[src/rtl/ac2_shift_acc_multi.sv]
// ac2_shift_acc_multi: N-lane shift-and-add accumulator for bit-serial dot products.
// Each lane adds one signed partial sum per weight bit (LSB first) into the upper
// part of its accumulator and shifts right; after Pw accepted bits the accumulator
// holds sum_k ps_k * 2^k and is presented under a valid/ready handshake.
// Build option: define AC2_SIGNED_W_EN for two's-complement weights (the MSB
// weight bit subtracts); leave it undefined for unsigned weights.
module ac2_shift_acc_multi #(
  parameter  int M  = 16,
  parameter  int Pa = 8,
  parameter  int Pw = 4,
  parameter  int N  = 4,
  localparam int PS = $clog2(M) + Pa + 1,
  localparam int W  = PS + Pw,
  localparam int CW = $clog2(Pw)
) (
  input  logic            clk,
  input  logic            rst_n,
  input  logic            cl_en,
  input  logic            start,
  input  logic            valid,
  input  logic [N*PS-1:0] inr_ac2,
  output logic [CW-1:0]   w_bit_idx,
  output logic            busy,
  output logic            out_valid,
  input  logic            out_ready,
  output logic [N*W-1:0]  outr_ac2
);

  typedef enum logic [1:0] {
    S_IDLE  = 2'd0,
    S_SHIFT = 2'd1,
    S_HOLD  = 2'd2
  } state_t;

  localparam logic [CW-1:0] LAST_BIT = CW'(Pw - 1);

  state_t        state_q, state_d;
  logic [CW-1:0] cnt_q, cnt_d;
  logic          acc_clr;   // zero every lane accumulator this cycle
  logic          acc_step;  // every lane absorbs its partial sum this cycle

`ifdef AC2_SIGNED_W_EN
  logic          last_bit;  // the bit being absorbed carries negative weight
  assign last_bit = (cnt_q == LAST_BIT);
`endif

  // State and weight-bit counter registers
  always_ff @(posedge clk or negedge rst_n) begin
    if (!rst_n) begin
      state_q <= S_IDLE;
      cnt_q   <= '0;
    end else begin
      state_q <= state_d;
      cnt_q   <= cnt_d;
    end
  end

  // Next-state and counter sequencing; clear beats every other request
  always_comb begin
    state_d = state_q;
    cnt_d   = cnt_q;
    if (cl_en) begin
      state_d = S_IDLE;
      cnt_d   = '0;
    end else begin
      unique case (state_q)
        S_IDLE: begin
          if (start) begin
            state_d = S_SHIFT;
            cnt_d   = '0;
          end
        end
        S_SHIFT: begin
          if (valid) begin
            if (cnt_q == LAST_BIT) begin
              state_d = S_HOLD;
              cnt_d   = '0;
            end else begin
              cnt_d = cnt_q + 1'b1;
            end
          end
        end
        S_HOLD: begin
          if (out_ready) begin
            state_d = start ? S_SHIFT : S_IDLE;
            cnt_d   = '0;
          end
        end
        default: begin
          state_d = S_IDLE;
          cnt_d   = '0;
        end
      endcase
    end
  end

  // Status decodes from registered state plus datapath strobes
  always_comb begin
    busy      = (state_q == S_SHIFT);
    out_valid = (state_q == S_HOLD);
    w_bit_idx = cnt_q;
    acc_clr   = cl_en
              | ((state_q == S_IDLE) & start)
              | ((state_q == S_HOLD) & out_ready & start);
    acc_step  = ~cl_en & (state_q == S_SHIFT) & valid;
  end

  // Per-lane accumulator datapath
  generate
    for (genvar gi = 0; gi < N; gi++) begin : g_lane
      logic [W-1:0]       acc_q, acc_d;
      logic signed [PS:0] hi_ext;
      logic signed [PS:0] in_ext;
      logic signed [PS:0] sum;

      // Widen both operands by one bit so the add/sub cannot overflow
      always_comb begin
        hi_ext = {acc_q[W-1], acc_q[W-1:Pw]};
        in_ext = {inr_ac2[gi*PS + PS - 1], inr_ac2[gi*PS +: PS]};
`ifdef AC2_SIGNED_W_EN
        sum    = last_bit ? (hi_ext - in_ext) : (hi_ext + in_ext);
`else
        sum    = hi_ext + in_ext;
`endif
        acc_d  = acc_q;
        if (acc_clr) begin
          acc_d = '0;
        end else if (acc_step) begin
          // Dropping acc_q[0] is exact: the bits shifted out are always zero
          acc_d = {sum, acc_q[Pw-1:1]};
        end
      end

      // Accumulator register, cleared asynchronously by reset
      always_ff @(posedge clk or negedge rst_n) begin
        if (!rst_n) begin
          acc_q <= '0;
        end else begin
          acc_q <= acc_d;
        end
      end

      assign outr_ac2[gi*W +: W] = acc_q;
    end
  endgenerate

endmodule

[config.mk]
export PLATFORM = sky130hd
export DESIGN_NAME = ac2_shift_acc_multi
export DESIGN_NICKNAME = d
export VERILOG_FILES = /design/src/rtl/ac2_shift_acc_multi.sv
export SDC_FILE = /design/constraint.sdc
export NUM_CORES = 1
export LEC_CHECK = 0
export ABC_CLOCK_PERIOD_IN_PS = 2100
export BUFFER_PORTS_ARGS = -buffer_cell sky130_fd_sc_hd__buf_2
export CAP_MARGIN = 0
export CORE_MARGIN = 3
export CORE_UTILIZATION = 45
export CTS_CLUSTER_DIAMETER = 150
export DETAILED_ROUTE_END_ITERATION = 8
export PLACE_DENSITY = 0.67
export SYNTH_ARGS = -nofsm -noshare
export SYNTH_HDL_FRONTEND = slang
export SYNTH_SLANG_ARGS = --single-unit
[constraint.sdc]
create_clock -name clk -period 2.1 [get_ports clk]
set_input_delay 0.21 -clock clk [delete_from_list [all_inputs] [get_ports clk]]
set_output_delay 0.21 -clock clk [all_outputs]
set_load 0.1 [all_outputs]
==> flow_metrics.tcl, run 1 <==
set metrics [dict create \
    dpl.cell_count 788 \
    syn-instance-count 525 \
    synth-main-ff-cell "dfrtp_1" \
    seq_power_share 0.377 \
    dpl-instance-area_sq_um 5930 \
    ys_seq_area_frac 0.369 \
    grt_start_max_net_pins 55 \
    synth.avg_cell_area_sq_um 9.30 \
    clk_pin_slew_ps 80 \
    finalHoldViolCount 0 \
    gp_congestion 0.854 \
    ant_nets 0 \
    grt.overflow.total 0 \
    setup_violations 0 \
    hold_path_depth 2 \
    pwr_density_cell_nw_per_um2 638 \
    cts.sinks 72 \
    crit_required_ps 2330 \
    rr_startpoint "g_lane[0].acc_q[4]$_DFFE_PN0P_" \
    boundaryPins 130 \
    irDropWorstVdd_mv 0.326 \
    num_vias 4407 \
    drive_gt1_frac 0.364 \
    r2r-end "g_lane[0].acc_q[13]$_DFFE_PN0P_" \
    placement.io_buffers 129 \
    ys_types 54 \
    drc 0 \
    start_util 0.469 \
    vias_per_cell 5.45 \
    grt_antenna_before_repair 0 \
    grt_pass1_wl_um 20000 \
    reg2regPathDepth 9 \
    grtUsageMet3 0.0390 \
    routed_wl_um 12600 \
    htree_num_levels 3 \
    grt_setup_unrepaired "true" \
    grt_pass1_vias 4138 \
    clkLatencyLatePin_ps 360 \
    cp-start-kind "register" \
    core-area_sq_um 10400 \
    drt_pass1_iterations 4 \
    cts_made_buffers 9 \
    switchingPower_mw 1.48 \
    power.leakage_nw 3.06 \
    power.share.combinational 0.309 \
    switching_share 0.371 \
    min_period_ps 2070 \
    worst_slew_margin_rel 0.664 \
    whs_endpoint "w_bit_idx[0]$_DFFE_PN0P_" \
    drt_iter0_drc 190 \
    grt_usage 0.210 \
    num_rows 37 \
    critPathMaxFanout 4 \
    skew_ps 9.26 \
    dp_hpwl_um 9180 \
    cts_tree "built" \
    layout.cells.most_common_list "buf_2 (128), nand2_1 (69), o21ai_0 (54)" \
    clock_path_buffers 2 \
    synth_warnings 0 \
    die-area_sq_um 12100 \
    cell_internal_pwr_mw 2.52 \
    r2r_slack_ps 30 \
    async_reset_ff_frac 1.00 \
    final_common_cell "buf_2" \
    end_kind "register" \
    instances_no_fill 809 \
    min_path_type "in -> reg" \
    drv_cap 0 \
    grt-busiest-layer "met2" \
    critical_path_class "reg -> reg" \
    arrival_ps 2300 \
    min_from "cl_en" \
    area_delta_synth_final_pct 28.4 \
    drv_slew 0 \
    cts_root_buf "clkbuf_8" \
    wl_per_cell_um 15.6 \
    tightest_slew_ps 504 \
    n_antenna_cell 0 \
    die_h_um 110 \
    clock_power_share 0.314 \
    max_freq_ghz 0.483 \
    ys_ff_latch 72 \
    syn_nets 640 \
    status "complete, no violations" \
    synth_edf_count 0 \
    use_met2 0.340 \
    grt_use_met1 0.283 \
    final_nets 783 \
    period_share 0.986 \
    design_area_sq_um 6270 \
    fp.dieW_um 110 \
    syn_area_sq_um 4880 \
]
-- cells by family (layout without fill, tap and decap cells) --
| kind of cell | after synthesis | count (layout) | share of synthesized area |
|---|---|---|---|
| AOI/OAI and AO/OA | 171 | 171 | 0.220 |
| and+or+nand+nor | 154 | 154 | 0.155 |
| DFF | 72 | 72 | 0.369 |
| adders and majority gates | 57 | 57 | 0.152 |
| xor gates and xnor gates | 42 | 42 | 0.0753 |
| buffers and inverters | 29 | 177 | 0.0287 |
-- how the worst max path moves through the flow --
| stage | from | endpoint | slack (ps) | cells past startpoint |
|---|---|---|---|---|
| detailed placement | g_lane[2].acc_q[4]$_DFFE_PN0P_ | g_lane[2].acc_q[15]$_DFFE_PN0P_ | 40 | 9 |
| CTS | g_lane[0].acc_q[4]$_DFFE_PN0P_ | g_lane[0].acc_q[13]$_DFFE_PN0P_ | 30 | 9 |
| global route | g_lane[2].acc_q[4]$_DFFE_PN0P_ | g_lane[2].acc_q[15]$_DFFE_PN0P_ | -60 | 9 |
| global placement | g_lane[3].acc_q[4]$_DFFE_PN0P_ | g_lane[3].acc_q[13]$_DFFE_PN0P_ | 90 | 9 |
| floorplan | g_lane[2].acc_q[4]$_DFFE_PN0P_ | g_lane[2].acc_q[15]$_DFFE_PN0P_ | -80 | 9 |
| finish | g_lane[0].acc_q[4]$_DFFE_PN0P_ | g_lane[0].acc_q[13]$_DFFE_PN0P_ | 30 | 9 |
-- Yosys cell counts (3+ instances only) --
library cell | instances | area (sq um)
inv_1 | 14 | 52.6
o211ai_1 | 4 | 30.0
ha_1 | 53 | 663
nand3_1 | 21 | 105
nand2b_1 | 9 | 56.3
nor2_1 | 15 | 56.3
nand4_1 | 6 | 37.5
a31oi_1 | 9 | 56.3
and3_1 | 4 | 25.0
nor3_1 | 3 | 15.0
clkbuf_1 | 6 | 22.5
buf_2 | 4 | 20.0
nand2_1 | 70 | 263
o21ai_0 | 59 | 295
nor2b_1 | 9 | 56.3
o2111ai_1 | 3 | 26.3
xor2_1 | 25 | 219
nand3b_1 | 3 | 22.5
a21boi_0 | 4 | 30.0
dfrtp_1 | 72 | 1800
o21ai_1 | 4 | 20.0
xnor2_1 | 17 | 149
a21oi_1 | 37 | 185
a21o_1 | 16 | 120
a22o_1 | 16 | 140
fa_1 | 4 | 80.1
-- power groups by stage --
stage | clock network (mW) | registers (mW) | logic [mW]
6_report | 1.26 | 1.51 | 1.24
5_1_grt | 1.34 | 1.52 | 1.34
4_1_cts | 1.29 | 1.51 | 1.21
3_5_place_dp | 0 | 1.54 | 1.21
3_3_place_gp | 0 | 1.53 | 1.20
2_1_floorplan | 0 | 1.94 | 0.507
-- sequential cells by signal, summed over array words and instances, names as in the netlist --
name,flops
w_bit_idx,2
g_lane.acc_q,68
state_q,2
-- worst max-delay path, stage by stage, from the launching register on --
cell	delay [ps]
dfrtp_4	500
ha_4	170
inv_2	50
fa_2	220
nor2b_2	60
o2111ai_2	180
nand3b_1	200
a311oi_2	340
xor2_1	170
o21ai_1	70
-- layout make-up --
cell class              instances  area, sq um
inverters                      14         52.6
well taps                     136          170
multi-input cells             424         3120
flip-flops and latches         72         1900
clock buffers                  11          141
clock inverters                 5         80.1
fillers                       902         4150
repair buffers                147          811
-- per-stage QoR --
step | worst slack, ps | util | total power [mW] | setup TNS (ps) | hold WS, ps
floorplan | -82.8 | - | 2.44 | -82.8 | -85.6
global placement | 91.1 | 0.569 | 2.73 | 0 | 218
detailed placement | 39.6 | 0.569 | 2.74 | 0 | 215
CTS | 32.1 | 0.591 | 4.01 | 0 | 95.0
global route | -63.7 | 0.602 | 4.19 | -187 | 126
finish | 28.5 | 0.602 | 4.00 | 0 | 113
-- routing by layer --
layer	vias up	share of wire
met5	-	0
met4	0	0.015
met3	16	0.048
met2	101	0.48
met1	2104	0.46
li1	2186	-
-- repair_timing --
item	4_1_cts	5_1_grt
endpoints found under the setup margin	0	17
endpoints found under the hold margin	35	0
resized for setup	0	28
hold buffers	1	0
buffers inserted	0	4
Note: power is estimated with default switching activity, not from simulation.
==> run 2, diff against run 1 <==
--- a/config.mk
+++ b/config.mk
@@ -5,6 +5,7 @@
 export SDC_FILE = /design/constraint.sdc
 export NUM_CORES = 1
 export LEC_CHECK = 0
+export ABC_AREA = 1
 export ABC_CLOCK_PERIOD_IN_PS = 2100
 export BUFFER_PORTS_ARGS = -buffer_cell sky130_fd_sc_hd__buf_2
 export CAP_MARGIN = 0
@@ -12,7 +13,7 @@
 export CORE_UTILIZATION = 45
 export CTS_CLUSTER_DIAMETER = 150
 export DETAILED_ROUTE_END_ITERATION = 8
-export PLACE_DENSITY = 0.67
+export PLACE_DENSITY = 0.65
 export SYNTH_ARGS = -nofsm -noshare
 export SYNTH_HDL_FRONTEND = slang
 export SYNTH_SLANG_ARGS = --single-unit
==> flow_metrics.tcl, run 2 <==
set metrics [dict create \
    hold_buffers 1 \
    synth_most_common_cell "nand2_1" \
    async_reset_ff_frac 1.00 \
    worst_slew_margin_rel 0.636 \
    cts_root_buf "clkbuf_16" \
    drv_slew 0 \
    core-area_sq_um 12300 \
    cts.sinks 72 \
    tns_ps 0 \
    crit_chain "ha_1 -> inv_1 -> fa_1 -> nor2_1 -> nor2_1 -> o21ai_0 -> a21oi_2 -> o21ai_1 -> nand2_1" \
    largest_register_ffs 68 \
    drt_iter0_drc 318 \
    cts_tree "built" \
    synthTopCellsByArea "dfrtp_1 (31%), nand2_1 (21%), ha_1 (11%)" \
    grt_usage 0.219 \
    synth_common_cells "nand2_1 (326), inv_1 (154), dfrtp_1 (72), nor2_1 (65), ha_1 (53)" \
    final_nets 1125 \
    synth_edf_count 0 \
    reg2regPathDepth 9 \
    synth_top_cell_area_share 0.311 \
    wl_per_cell_um 12.8 \
    ys_seq_area_frac 0.311 \
    power_mw 7.73 \
    skew_ps 4.74 \
    period_share 0.874 \
    fp.dieW_um 120 \
    cp-start-kind "register" \
    end_kind "register" \
    critical-path-max-stage-delay_ps 430 \
    r2r-end "g_lane[0].acc_q[9]$_DFFE_PN0P_" \
    drt_pass1_iterations 5 \
    die_h_um 120 \
    htree_num_levels 3 \
    area_delta_synth_final_pct 19.3 \
    cts_made_buffers 9 \
    post_cts_buffers 0 \
    drc 0 \
    synth-main-ff-cell "dfrtp_1" \
    syn-instance-count 875 \
    syn_nets 990 \
    drive_gt1_frac 0.179 \
    clock_path_buffers 2 \
    tightest_slew_ps 545 \
    num_vias 5569 \
    ant_nets 0 \
    n_antenna_cell 0 \
    pwr_density_cell_nw_per_um2 1120 \
    num_rows 40 \
    critical_path_cell_count 9 \
    r2r_slack_ps 270 \
    irDropWorstVdd_mv 1.21 \
    vias_per_cell 4.71 \
    final_common_cell "nand2_1" \
    rr_startpoint "g_lane[0].acc_q[4]$_DFFE_PN0P_" \
    critPathMaxFanout 4 \
    syn_area_sq_um 5800 \
    crit_top_cell "nor2_1" \
    critical_path_class "reg -> reg" \
    synth.avg_cell_area_sq_um 6.63 \
    min_path_type "in -> reg" \
    grt_antenna_before_repair 1 \
    cpLargestDelayFamily "adder cells" \
    power.leakage_nw 4.16 \
    grt_pass1_vias 5355 \
    status "complete, no violations" \
    post_cts_resized 0 \
    routed_wl_um 15200 \
    dp_hpwl_um 11500 \
    boundaryPins 130 \
    gp_congestion 0.872 \
    grt.overflow.total 0 \
    hold_slack_ps 211 \
    setup_violations 0 \
    top_register "g_lane.acc_q" \
    arrival_ps 2060 \
    cp_slowest_cell "fa_1" \
    synth_warnings 0 \
    yosys.area.top_type "dfrtp_1" \
    crit_required_ps 2330 \
    min_period_ps 1830 \
    placement.io_buffers 129 \
    grt_start_max_net_pins 35 \
    clkLatencyLatePin_ps 340 \
    grt_pass1_wl_um 25500 \
    final_util 0.562 \
    grt_setup_unrepaired "false" \
    max_freq_ghz 0.545 \
    startpoint "g_lane[0].acc_q[4]$_DFFE_PN0P_" \
    min_from "inr_ac2[0]" \
    finalHoldViolCount 0 \
    start_util 0.471 \
    layout.cells.most_common_list "nand2_1 (326), inv_1 (154), buf_2 (128)" \
    ys_types 32 \
    die-area_sq_um 14300 \
    ys_ff_latch 72 \
    cp_num_buf_inv 1 \
    drv_cap 0 \
    crit_end "g_lane[0].acc_q[9]$_DFFE_PN0P_" \
    clk_pin_slew_ps 60 \
]
[run 2: final cells by class]
type,instances,area (sq um)
multi-input cells,632,3280
well taps,168,210
flip-flops and latches,72,1810
clock buffers,11,253
repair buffers,137,723
inverters,158,597
fillers,1306,5390
clock inverters,5,41.3
[run 2: report_power, final]
part / internal, mW / switching [mW]
Combinational: 0.984 / 3.38
Clock: 0.871 / 0.648
Sequential: 1.64 / 0.206
[run 2: routing by layer]
layer	global-route usage	vias to the layer above	share of wire
li1	-	2999	-
met1	0.296	2444	0.49
met2	0.356	113	0.45
met3	0.0547	11	0.044
met4	0.0515	2	0.0068
met5	0	-	0.00059
[run 2: kinds of logic after synthesis]
kind of cell	synth area share
buffers and inverters	0.124
DFF	0.311
and+or+nand+nor	0.323
xor gates and xnor gates	0.0181
AOI/OAI and AO/OA	0.0968
adders and majority gates	0.128
[run 2: per-stage QoR]
stage | instances | setup slack (ps) | cell area, sq um
2_1_floorplan | 875 | -0.238 | 5810
3_3_place_gp | 1166 | 347 | 6620
3_5_place_dp | 1166 | 291 | 6620
4_1_cts | 1183 | 282 | 6920
5_1_grt | 1183 | 120 | 6920
6_report | 1183 | 265 | 6920
[run 2: worst min-delay path by stage]
stage	to	cells past startpoint
after floorplan	g_lane[0].acc_q[0]$_DFFE_PN0P_	0
after global placement	g_lane[2].acc_q[10]$_DFFE_PN0P_	1
after detailed placement	g_lane[2].acc_q[10]$_DFFE_PN0P_	1
after CTS	g_lane[0].acc_q[3]$_DFFE_PN0P_	4
after global routing	state_q[0]$_DFFE_PN0P_	4
final	g_lane[0].acc_q[3]$_DFFE_PN0P_	4
[run 2: worst min-delay path, delay by kind of cell]
kind	cells	cell delay (ps)
AOI/OAI and AO/OA	1	60
and+or+nand+nor	1	40
buffers and inverters	1	80
adders and majority gates	1	120
